==> config.mk <==
export PLATFORM = sky130hd
export DESIGN_NAME = sram_2port_write_sequencer
export DESIGN_NICKNAME = d
export VERILOG_FILES = /design/src/rtl/sram_2port_write_sequencer.sv
export SDC_FILE = /design/constraint.sdc
export NUM_CORES = 1
export LEC_CHECK = 0
export BUFFER_PORTS_ARGS = -buffer_cell sky130_fd_sc_hd__buf_2
export CAP_MARGIN = 20
export CORE_ASPECT_RATIO = 0.9
export CORE_MARGIN = 5
export CORE_UTILIZATION = 40
export DETAILED_ROUTE_END_ITERATION = 10
export HOLD_SLACK_MARGIN = 0.1
export PLACE_DENSITY = 0.73
export SLEW_MARGIN = 20
export SYNTH_ARGS = -nofsm -noshare
export SYNTH_HDL_FRONTEND = slang
export SYNTH_SLANG_ARGS = --single-unit
==> constraint.sdc <==
create_clock -name clk -period 1.5 [get_ports clk]
set_input_delay 0.225 -clock clk [delete_from_list [all_inputs] [get_ports clk]]
set_output_delay 0.225 -clock clk [all_outputs]
set_load 0.1 [all_outputs]
==> src/rtl/sram_2port_write_sequencer.sv <==
// Write-port sequencer for the 2-port adiabatic SRAM bank.
// Arbitrates two requesters round-robin and paces each write against the
// Bennett phase vector: address/data launch on the DATA_PHASE rising edge, and
// the write strobe spans the WRITE_PHASE high window. At most one write per
// Bennett cycle.
module sram_2port_write_sequencer #(
  parameter int unsigned PHASES      = 10,
  parameter int unsigned ADDR_W      = 4,
  parameter int unsigned DATA_PHASE  = 3,
  parameter int unsigned WRITE_PHASE = 8
) (
  input  logic              clk,
  input  logic              reset,
  input  logic [PHASES-1:0] clkp,
  input  logic              req0,
  input  logic [ADDR_W-1:0] addr0,
  input  logic              data0,
  input  logic              req1,
  input  logic [ADDR_W-1:0] addr1,
  input  logic              data1,
  output logic              ack0,
  output logic              ack1,
  output logic              wr_in,
  output logic [ADDR_W-1:0] wr_addr,
  output logic              write,
  output logic              busy
);

  typedef enum logic [1:0] {StIdle, StSetup, StStrobe, StDone} state_e;

  state_e              state_q, state_d;
  logic [PHASES-1:0]   ph_q;
  logic                rr_ptr_q, rr_ptr_d;
  logic                grant_q, grant_d;
  logic                ack0_d, ack1_d;
  logic                wr_in_d;
  logic [ADDR_W-1:0]   wr_addr_d;
  logic                write_d;
  logic                busy_d;
  logic                winner;
  logic                rise_data;
  logic                rise_write;
  logic                fall_write;

  // Phase edges are seen on the same clk edge that first samples the new level.
  assign rise_data  =  clkp[DATA_PHASE]  & ~ph_q[DATA_PHASE];
  assign rise_write =  clkp[WRITE_PHASE] & ~ph_q[WRITE_PHASE];
  assign fall_write = ~clkp[WRITE_PHASE] &  ph_q[WRITE_PHASE];

  // Arbitration: sole requester wins; on contention the round-robin pointer decides.
  always_comb begin
    winner = rr_ptr_q;
    if (!(req0 && req1)) begin
      winner = req1;
    end
  end

  // Next-state and registered-output logic.
  always_comb begin
    state_d   = state_q;
    rr_ptr_d  = rr_ptr_q;
    grant_d   = grant_q;
    wr_in_d   = wr_in;
    wr_addr_d = wr_addr;
    write_d   = write;
    busy_d    = busy;
    ack0_d    = 1'b0;
    ack1_d    = 1'b0;
    unique case (state_q)
      StIdle: begin
        if (rise_data && (req0 || req1)) begin
          grant_d   = winner;
          rr_ptr_d  = ~winner;
          wr_addr_d = winner ? addr1 : addr0;
          wr_in_d   = winner ? data1 : data0;
          busy_d    = 1'b1;
          state_d   = StSetup;
        end
      end
      StSetup: begin
        if (rise_write) begin
          write_d = 1'b1;
          state_d = StStrobe;
        end
      end
      StStrobe: begin
        if (fall_write) begin
          write_d = 1'b0;
          ack0_d  = ~grant_q;
          ack1_d  = grant_q;
          state_d = StDone;
        end
      end
      StDone: begin
        busy_d  = 1'b0;
        state_d = StIdle;
      end
      default: begin
        state_d = StIdle;
      end
    endcase
  end

  // State register; reset aborts any write in flight without an ack.
  always_ff @(posedge clk or posedge reset) begin
    if (reset) begin
      state_q  <= StIdle;
      ph_q     <= '0;
      rr_ptr_q <= 1'b0;
      grant_q  <= 1'b0;
      ack0     <= 1'b0;
      ack1     <= 1'b0;
      wr_in    <= 1'b0;
      wr_addr  <= '0;
      write    <= 1'b0;
      busy     <= 1'b0;
    end else begin
      state_q  <= state_d;
      ph_q     <= clkp;
      rr_ptr_q <= rr_ptr_d;
      grant_q  <= grant_d;
      ack0     <= ack0_d;
      ack1     <= ack1_d;
      wr_in    <= wr_in_d;
      wr_addr  <= wr_addr_d;
      write    <= write_d;
      busy     <= busy_d;
    end
  end

endmodule

======== Word level (Yosys, flattened, before mapping) ========
Index checks and enable logic that the tools add are counted.
cells by class
  mux-type cells .......................... 16
  equality and inequality tests ........... 6
  bitwise logic cells ..................... 8
  reductions and logical operators ........ 10
operators with widths
  operator            number
  $mux 1              9
  $pmux 2 s4          1
  $mux 2              3
  $ne 2x2->1 const B  3
  $reduce_and 3->1    2
  $not 1->1           5
  $eq 2x2->1 const B  2
  $mux 4              1
  $pmux 1 s2          2
  $reduce_and 2->1    2
  $reduce_bool 2->1   2
  $and 1x1->1         3
  $eq 2x1->1 const B  1
  $logic_and 1x1->1   2
  $logic_not 2->1     1
  $logic_or 1x1->1    1
word-level totals
  input bits .............................. 24
  flip-flop bits (word level) ............. 22
  logic and storage cells ................. 50
  output and inout bits ................... 9

======== Logic depth before layout (Yosys ltp) ========
Gate-level depths: netlist (run 1).
  word-level depth ........................ 5
  mapped depth ............................ 6
  gate-level depth less buffers ........... 5

======== Least setup slack after synthesis (run 1) ========
OpenSTA, ideal clock, no wires.
  path type ............................... register -> register
  start point ............................. register state_q[0]
  end point ............................... register rr_ptr_q
  clock period less this slack ............ 1461 ps
  required time ........................... 1373 ps
  setup slack ............................. 39 ps
  setup time .............................. 127 ps
  arrival ................................. 1334 ps
  cell stages (with the launch flop) ...... 5
  buffers on the path ..................... 0
  cell sequence ........................... dfrtp_1 > inv_1 > ha_1 > or3b_4 > mux2_1
on the way
  word-level cells in the longest chain between the ends .. 2
ends and longest elaborated chain
  item                               RTL line  source
  start, declared                    31        state_e state_q, state_d;
  start signal, assigned             107       state_q <= StIdle;
  start signal, assigned             118       state_q <= state_d;
  $logic_not 2->1                    69        unique case (state_q)
  $reduce_and 2->1 (no source line)  --
  end signal, assigned               120       rr_ptr_q <= rr_ptr_d;
  end, declared                      33        logic rr_ptr_q, rr_ptr_d;
No other way between the ends.
A chain may end at the register's enable or synchronous reset.

======== Worst setup path after layout (run 1) ========
Same ends and word-level chain as after synthesis.

==> impl_metrics.tcl, run 1 <==
set metrics [dict create \
    seq_area_frac_synth_pct 51.99 \
    ys_types 22 \
    io_buffers 24 \
    die_h_um 50.31 \
    wl_per_cell_um 12.94 \
    yosys_warnings 0 \
    vias 604 \
    fin_skew_ns 0.009430 \
    first_iter_violations 6 \
    yosysTopAreaCellShare_pct 51.99 \
    syn-num-nets 94 \
    ant_nets 0 \
    pwr-share-seq_pct 27.2 \
    fp.coreArea_um2 1699 \
    drc 0 \
    crit_path_end_kind "flip-flop" \
    status "finished clean" \
    numCtsBuffers 3 \
    netlist_area_um2 721.9 \
    finalNetCount 134 \
    synthCells 65 \
    r2r-start "state_q[0]" \
    synth_area_leaders "dfrtp_1 (52%), ha_1 (8.7%), mux2i_1 (6.9%), nand2_1 (4.2%), inv_1 (3.6%)" \
    hold_viol_final 0 \
    setup_viol 0 \
    switchingPower_mw 1.241 \
    place_area_um2 898.4 \
    synth_top_area_cell "dfrtp_1" \
    start_kind "flip-flop" \
    cts_sinks 15 \
    rows 14 \
    tritoncts "yes" \
    antenna_cells 0 \
    grt_pass1_wl_um 2394 \
    clock.fmax_mhz 667.3 \
    busiest_layer "met2" \
    use_met1_pct 13.89 \
    cts_root_buffer "clkbuf_4" \
    grt_max_degree 16 \
    worstHoldStart "addr1[3]" \
    die-area_um2 2756 \
    drt_first_pass_iters 2 \
    relSlewSlack_pct 61.30 \
    syn2layout_area_growth_pct 46.27 \
    use_met3_pct 5.621 \
    tightest_slew_ns 0.5798 \
    ios 33 \
    rsz0062_at_grt "true" \
    fin_util_pct 62.15 \
    antenna_found_initial 0 \
    period_needed_ns 1.499 \
    htreeDepth 1 \
    internal-power_mw 1.125 \
    cp-startpoint "state_q[0]" \
    gr-usage-all-layers_pct 12.42 \
    start_util_pct 42.49 \
    grt_pass1_vias 552 \
    hpwlAfterDp_um 1159 \
    drive_gt1_share_pct 51.92 \
    cp_max_fo 3 \
    met2_usage_pct 19.49 \
    syn_area_per_cell_um2 11.11 \
    vias_per_cell 4.719 \
    total_power_mw 2.366 \
    hold_path.class "in2reg" \
    cts_buffer_depth 2 \
    drt-total-wl_um 1656 \
    cp_data_required_time_ns 1.68 \
    p_per_area_nw_per_um2 2241 \
    overflow 0 \
    finalWeightedCongestion 0.7954 \
    critPathArrivalTime_ns 1.67 \
    power_frac_comb_pct 62.8 \
    leakage_nw 0.5638 \
    critPathKind "reg2reg" \
    drv_slew 0 \
    period_share_pct 99.91 \
    ir_drop_uv 1318 \
    synth_seq_cells 15 \
    drv_cap 0 \
    clk_latency_ns 0.29 \
    clkPwrFrac_pct 10.0 \
    clk_pin_slew_worst_paths_ns 0.10 \
    p_sw_share_pct 52.46 \
    stdcell_area_um2 1056 \
    die_w_um 54.78 \
]
metal layers:
| metal | up-vias | wire length (um) |
|---|---|---|
| li1 | 296 | - |
| met1 | 287 | 632 |
| met2 | 17 | 889 |
| met3 | 4 | 107 |
| met4 | 0 | 27 |
| met5 | - | 0 |
kinds of logic after synthesis:
logic type,count (synthesis),synth area share [%]
AOI/OAI and AO/OA,14,12.48
adders and majority gates,5,8.666
buffers and inverters,8,5.200
DFF,15,51.99
muxes,7,10.05
and+or+nand+nor,16,11.61
cell type report:
| cell class | count | area (um^2) |
|---|---|---|
| Fill cell | 154 | 643.1 |
| Sequential cell | 15 | 375.4 |
| Inverter | 7 | 26.28 |
| Clock buffer | 3 | 22.52 |
| Tap cell | 24 | 30.03 |
| Multi-Input combinational cell | 42 | 371.6 |
| Clock inverter | 1 | 5.005 |
| Timing Repair Buffer | 36 | 225.2 |
through the flow:
stage / setup TNS (ns) / setup WS (ns) / instances / hold WS, ns
floorplan: 0 / 0.03893 / 65 / 0.1265
global placement: -0.005761 / -0.005761 / 117 / 0.2984
global route: -0.1448 / -0.05134 / 128 / 0.2124
CTS: 0 / 0.001026 / 125 / 0.2056
finish: 0 / 0.001339 / 128 / 0.2075
detailed placement: -0.1761 / -0.03822 / 117 / 0.3107
sequential cells by signal, indices dropped and copies added (netlist names):
signal and cells:
grant_q 1, ack1 1, busy 1, state_q 2, write 1, wr_in 1, rr_ptr_q 1, wr_addr 4
ph_q 2, ack0 1
power groups by stage:
stage          clock network (mW)  registers [mW]  logic [mW]
2_1_floorplan                   0            1.26       0.366
3_3_place_gp                    0           0.632        1.23
3_5_place_dp                    0           0.638        1.27
4_1_cts                     0.244           0.629        1.31
5_1_grt                     0.268           0.664        1.59
6_report                    0.236           0.645        1.49
path summary, 6_finish.rpt:
kind	to	slack [ns]	cells past startpoint
min in group asynchronous	wr_addr[3]	0.53	3
worst max-delay path	rr_ptr_q	0.001	4
worst min-delay path	wr_addr[3]	0.21	3
worst max register to register	rr_ptr_q	0.001	4
max in group asynchronous	rr_ptr_q	0.59	3
worst min register to register	ack0	0.47	1
synthesized netlist by cell type (all sizes together):
| cell type | instances |
|---|---|
| dfrtp | 15 |
| nand2 | 8 |
| o21ai | 8 |
| inv | 7 |
| ha | 5 |
| mux2i | 5 |
| nor2 | 3 |
| mux2 | 2 |
| nand2b | 2 |
| a21oi | 1 |
| a22oi | 1 |
| a31oi | 1 |
| and3 | 1 |
| buf | 1 |
| nor3 | 1 |
| o21a | 1 |
| o22a | 1 |
| o22ai | 1 |
| or3b | 1 |
cell usage in the layout (no fill, tap or decap):
cell,count
a21oi_2,1
a22oi_2,1
ha_4,2
o22a_1,1
o21ai_1,4
mux2_1,1
and3_1,1
nand2b_1,1
o21ai_2,4
nand2b_4,1
buf_4,7
mux2_4,1
ha_1,3
dfrtp_1,15
clkbuf_4,3
buf_6,2
buf_2,24
clkinv_2,1
nand2_2,3
inv_2,2
nor2_1,3
o22ai_1,1
dlygate4sd3_1,3
nand2_1,5
o21a_1,1
a31oi_1,1
nor3_4,1
or3b_4,1
mux2i_1,5
inv_1,5
what timing repair did:
| item | in CTS | in global routing |
|---|---|---|
| cloned | 0 | 0 |
| resized for setup | 4 | 17 |
| setup buffers | 1 | 3 |
| pin swaps | 1 | 4 |
| setup endpoints to repair | 9 | 9 |
| hold buffers | 3 | 0 |
| hold endpoints to repair | 17 | 0 |
critical path, cell delays in order (launching register included):
cell and delay [ns]:
dfrtp_1 0.44, inv_2 0.11, ha_4 0.13, or3b_4 0.40, mux2_4 0.31
Power figures use the tool's default switching activity.
==> run 2, diff against run 1 <==
--- a/config.mk
+++ b/config.mk
@@ -5,14 +5,16 @@
 export SDC_FILE = /design/constraint.sdc
 export NUM_CORES = 1
 export LEC_CHECK = 0
+export ABC_AREA = 1
 export BUFFER_PORTS_ARGS = -buffer_cell sky130_fd_sc_hd__buf_2
-export CAP_MARGIN = 20
+export CAP_MARGIN = 0
 export CORE_ASPECT_RATIO = 0.9
 export CORE_MARGIN = 5
-export CORE_UTILIZATION = 40
+export CORE_UTILIZATION = 41
 export DETAILED_ROUTE_END_ITERATION = 10
 export HOLD_SLACK_MARGIN = 0.1
 export PLACE_DENSITY = 0.73
+export SKIP_LAST_GASP = 1
 export SLEW_MARGIN = 20
 export SYNTH_ARGS = -nofsm -noshare
 export SYNTH_HDL_FRONTEND = slang
==> run 2 against run 1 <==
  * Largest cell class unchanged
  * First-iteration DRC count grew 50%
  * Via count increased by 9.8%
  * Synthesized cell count grew 46%
  * Critical path type unchanged
  * Core utilization is 5.5 points lower
  * Routed wire length shrank 4.6%
==> impl_metrics.tcl, run 2 <==
set metrics [dict create \
    vias_per_cell 4.420 \
    layout.cells.non_filler 150 \
    clkPwrFrac_pct 10.4 \
    switchingPower_mw 1.257 \
    antenna_cells 0 \
    hold_viol_final 0 \
    tritoncts "yes" \
    finalNetCount 156 \
    synth_common_cells "nand2_1 (44), dfrtp_1 (15), inv_1 (9), ha_1 (5), nand3_1 (4)" \
    final_cell_mix "nand2_1 (44), buf_2 (24), dfrtp_1 (15)" \
    cts_buffer_depth 2 \
    cts_setup_buffers 0 \
    ant_nets 0 \
    largestRegisters "wr_addr x4, ph_q x2, state_q x2" \
    drt-total-wl_um 1580 \
    vias 663 \
    wl_per_cell_um 10.53 \
    first_iter_violations 9 \
    crit_path_end_kind "flip-flop" \
    hold_ws_ns 0.2154 \
    antenna_found_initial 0 \
    finalWeightedCongestion 0.7657 \
    fin_skew_ns 0.007041 \
    internal-power_mw 0.9376 \
    postLayoutSetupSlackWorst_ns 0.1959 \
    cts_sinks 15 \
    overflow 0 \
    path_buf_inv 1 \
    hpwlAfterDp_um 1253 \
    async_flop_share_pct 100.0 \
    relSlewSlack_pct 61.89 \
    start_util_pct 44.66 \
    cp_data_required_time_ns 1.68 \
    path_depth 5 \
    largest_reg_flops 4 \
    whs_path_depth 5 \
    die-area_um2 2859 \
    io_buffers 24 \
    cp_top_family "simple AND/OR/NAND/NOR gates" \
    rows 14 \
    synthCells 95 \
    cts_root_buffer "clkbuf_4" \
    power_frac_comb_pct 59.7 \
    syn-num-nets 124 \
    grt_pass1_wl_um 2649 \
    drt_first_pass_iters 4 \
    total_power_mw 2.194 \
    slowest_delay_ns 0.41 \
    tightest_slew_ns 0.5710 \
    drv_cap 0 \
    drv_slew 0 \
    clk_pin_slew_worst_paths_ns 0.09 \
    seq_area_frac_synth_pct 48.47 \
    finalSetupTns_ns 0 \
    ir_drop_uv 1891 \
    top_register "wr_addr" \
    p_sw_share_pct 57.27 \
    synth_edf_count 0 \
    critPathKind "reg2reg" \
    p_per_area_nw_per_um2 2234 \
    rsz0062_at_grt "false" \
    period_share_pct 86.94 \
    synth_most_common_cell "nand2_1" \
    hold_path.class "in2reg" \
    start_kind "flip-flop" \
    slowest_stage "dfrtp_1" \
    period_needed_ns 1.304 \
    htreeDepth 1 \
    pwr-share-seq_pct 29.9 \
    ios 33 \
    critPathArrivalTime_ns 1.48 \
    cts_resized 0 \
    reg2reg_depth 5 \
    place_area_um2 924.6 \
    cp_max_fo 4 \
    fin_util_pct 56.64 \
    leakage_nw 0.5789 \
    n_fill_cell 160 \
    synthFlopType "dfrtp_1" \
    yosys_warnings 0 \
    syn2layout_area_growth_pct 26.82 \
    fp.coreArea_um2 1734 \
    die_w_um 55.82 \
    netlist_area_um2 774.5 \
    grt_pass1_vias 639 \
    numCtsBuffers 3 \
    stdcell_area_um2 982.2 \
    grt_max_degree 16 \
    synth_seq_cells 15 \
    place_inst 143 \
    ys_types 17 \
    die_h_um 51.23 \
    clock.fmax_mhz 766.8 \
    yosysTopAreaCellShare_pct 48.47 \
    clk_latency_ns 0.28 \
    pre_cts_slack_ns 0.2141 \
    syn_area_per_cell_um2 8.153 \
    cp_cell_sequence "inv_1, ha_1, or2_2, nand3_1, nand2_1" \
    synth_area_leaders "dfrtp_1 (48%), nand2_1 (21%), ha_1 (8.1%), inv_1 (4.4%), nand3_1 (2.6%)" \
    synth_top_area_cell "dfrtp_1" \
    gr-usage-all-layers_pct 11.95 \
    status "finished clean" \
    drive_gt1_share_pct 30.16 \
    setup_viol 0 \
    drc 0 \
    final_common_cell "nand2_1" \
]
==> run 2: cell type report <==
| type | instances | area [um^2] | area share, % |
|---|---|---|---|
| multi-input combinational | 68 | 351.6 | 35.80 |
| sequential | 15 | 375.4 | 38.22 |
| tap | 24 | 30.03 | 3.057 |
| clock buffer | 3 | 22.52 | 2.293 |
| timing repair buffer | 27 | 150.1 | 15.29 |
| clock inverter | 1 | 5.005 | 0.5096 |
| inverter | 12 | 47.55 | 4.841 |
==> run 2: kinds of logic after synthesis <==
family	count (synthesis)	synth area share, %
AOI/OAI and AO/OA	6	5.008
buffers and inverters	12	6.140
and+or+nand+nor	57	32.31
adders and majority gates	5	8.078
DFF	15	48.47
==> run 2: routing by layer <==
metal | vias up | GRT usage, % | part of all wire (%)
li1 | 351 | - | -
met1 | 298 | 14.75 | 43
met2 | 12 | 19.69 | 50
met3 | 2 | 3.275 | 6.1
met4 | 0 | 5.534 | 0.38
met5 | - | 0 | 0
==> run 2: worst paths after layout <==
kind	start	endpoint	slack, ns
max	state_q[0]	state_q[0]	0.20
min	addr1[0]	wr_addr[0]	0.22
max reg2reg	state_q[0]	state_q[0]	0.20
min reg2reg	grant_q	ack0	0.46
max in group asynchronous	reset	ack1	0.59
min in group asynchronous	reset	busy	0.53
==> run 2: power by group through the flow <==
stage          clock (mW)  sequential, mW  combinational, mW
2_1_floorplan           0            1.32              0.422
3_3_place_gp            0           0.652               1.29
3_5_place_dp            0           0.668               1.31
4_1_cts             0.238           0.658               1.32
5_1_grt             0.262           0.680               1.42
6_report            0.229           0.656               1.31
==> run 2: timing repair <==
action / in CTS / in global routing
endpoints found under the hold margin: 17 / 0
setup endpoints to repair: 0 / 0
hold buffers: 3 / 0
==> run 2: worst register-to-register path, stage by stage (launching register included) <==
cell,delay (ns)
dfrtp_1,0.41
inv_1,0.10
ha_1,0.26
or2_2,0.29
nand3_1,0.09
nand2_1,0.06
==> run 3, diff against run 2 <==
--- a/config.mk
+++ b/config.mk
@@ -10,10 +10,9 @@
 export CAP_MARGIN = 0
 export CORE_ASPECT_RATIO = 0.9
 export CORE_MARGIN = 5
-export CORE_UTILIZATION = 41
+export CORE_UTILIZATION = 25
 export DETAILED_ROUTE_END_ITERATION = 10
 export HOLD_SLACK_MARGIN = 0.1
-export PLACE_DENSITY = 0.73
 export SKIP_LAST_GASP = 1
 export SLEW_MARGIN = 20
 export SYNTH_ARGS = -nofsm -noshare
==> run 3 against run 2 <==
  * Critical path type is now reg2out
  * Clock skew increased by 0.00092 ns
  * Die area grew 51%
  * Register-to-register slack barely moved
  * Highest routed layer unchanged
  * Combinational power about the same
  * Critical path depth shrank 4
  * Fmax increased by 0.90%
  * Clock-buffer cell count grew 1
  * Power hardly changed
  * Critical endpoint is now busy
  * First-iteration DRC count grew 11%
  * Core utilization shrank 23 points
  * Hold slack improved by 0.014 ns
  * Via count decreased by 0.30%
==> impl_metrics.tcl, run 3 (same netlist as run 2, synthesis figures left out) <==
set metrics [dict create \
    vias_per_cell 3.935 \
    antenna_found_initial 0 \
    clk_pin_slew_worst_paths_ns 0.09 \
    cp_max_fo 2 \
    antenna_cells 0 \
    status "finished clean" \
    tritoncts "yes" \
    finalSetupTns_ns 0 \
    grt_pass1_vias 664 \
    first_iter_violations 10 \
    fin_util_pct 33.24 \
    rsz0062_at_grt "false" \
    syn2layout_area_growth_pct 29.56 \
    overflow 0 \
    rows 19 \
    final_cell_mix "nand2_1 (44), buf_2 (24), dfrtp_1 (15)" \
    fin_skew_ns 0.007964 \
    path_depth 1 \
    cp_top_family "buffers and inverters" \
    cts_buffer_depth 2 \
    switchingPower_mw 1.252 \
    fp.coreArea_um2 3019 \
    hpwlAfterDp_um 1336 \
    power_frac_comb_pct 59.8 \
    drv_cap 0 \
    clk_latency_ns 0.28 \
    tightest_slew_ns 0.5711 \
    cts_setup_buffers 0 \
    die_h_um 62.81 \
    grt_max_degree 16 \
    htreeDepth 1 \
    internal-power_mw 0.9440 \
    pwr-share-seq_pct 29.7 \
    die-area_um2 4313 \
    ir_drop_uv 995.4 \
    cts_sinks 15 \
    start_kind "flip-flop" \
    cp_data_required_time_ns 1.27 \
    start_util_pct 25.65 \
    vias 661 \
    numCtsBuffers 3 \
    die_w_um 68.67 \
    cts_root_buffer "clkbuf_4" \
    path_buf_inv 1 \
    postLayoutSetupSlackWorst_ns 0.2075 \
    slowest_delay_ns 0.43 \
    hold_path.class "in2reg" \
    slowest_stage "buf_2" \
    period_share_pct 86.17 \
    top_register "wr_addr" \
    drive_gt1_share_pct 29.37 \
    critPathArrivalTime_ns 1.07 \
    wl_per_cell_um 9.940 \
    final_common_cell "nand2_1" \
    setup_viol 0 \
    p_per_area_nw_per_um2 2188 \
    io_buffers 24 \
    critPathKind "reg2out" \
    ios 33 \
    ant_nets 0 \
    pre_cts_slack_ns 0.2251 \
    finalNetCount 156 \
    crit_path_end_kind "output port" \
    drt-total-wl_um 1670 \
    p_sw_share_pct 57.01 \
    drt_first_pass_iters 2 \
    clkPwrFrac_pct 10.5 \
    leakage_nw 0.5762 \
    clock.fmax_mhz 773.7 \
    hold_viol_final 0 \
    drc 0 \
    reg2reg_depth 5 \
    period_needed_ns 1.293 \
    gr-usage-all-layers_pct 8.541 \
    largest_reg_flops 4 \
    finalWeightedCongestion 0.6973 \
    relSlewSlack_pct 61.89 \
    whs_path_depth 5 \
    largestRegisters "wr_addr x4, ph_q x2, state_q x2" \
    grt_pass1_wl_um 2787 \
    drv_slew 0 \
    cp_cell_sequence "buf_2" \
]
run 3: cell count changes in the layout (fill, tap and decap cells not counted), sizes merged:
cell / before / now
clkbuf: 3 / 4
clkinv: 1 / 0
run 3: cell type report:
class | instances | area, um^2
inverter | 12 | 47.55
timing repair buffer | 27 | 150.1
sequential | 15 | 375.4
clock buffer | 4 | 26.28
fill | 337 | 2016
multi-input combinational | 68 | 351.6
tap | 42 | 52.55
run 3: layer usage:
layer	vias to the layer above	track usage, %	wire length (um)
met5	-	0	0
met4	0	1.489	8
met3	2	3.237	109
met2	16	15.14	864
met1	292	9.503	688
li1	351	-	-
run 3: repair_timing:
action,in CTS,in global routing
resized for setup,0,0
endpoints found under the hold margin,17,0
hold buffers,3,0
setup endpoints to repair,0,0
run 3: metrics by stage:
step / power (mW) / instances / hold slack, ns / instance area, um^2
after global routing: 2.361 / 168 / 0.2457 / 1003
final: 2.196 / 168 / 0.2291 / 1003
after floorplan: 1.744 / 95 / 0.1265 / 774.5
after CTS: 2.223 / 168 / 0.2268 / 1003
after global placement: 1.952 / 161 / 0.3063 / 947.2
after detailed placement: 1.982 / 161 / 0.3143 / 947.2
run 3: final timing paths:
kind | startpoint | to | slack [ns]
max | busy | busy | 0.21
min | addr1[0] | wr_addr[0] | 0.23
max reg2reg | state_q[0] | state_q[0] | 0.21
min reg2reg | grant_q | ack0 | 0.46
max in group asynchronous | reset | wr_addr[2] | 0.59
min in group asynchronous | reset | write | 0.53
run 3: power by group through the flow:
stage	clock network (mW)	registers [mW]	logic, mW
3_5_place_dp	0	0.660	1.32
3_3_place_gp	0	0.655	1.30
6_report	0.230	0.653	1.31
5_1_grt	0.258	0.684	1.42
4_1_cts	0.237	0.655	1.33
2_1_floorplan	0	1.32	0.422
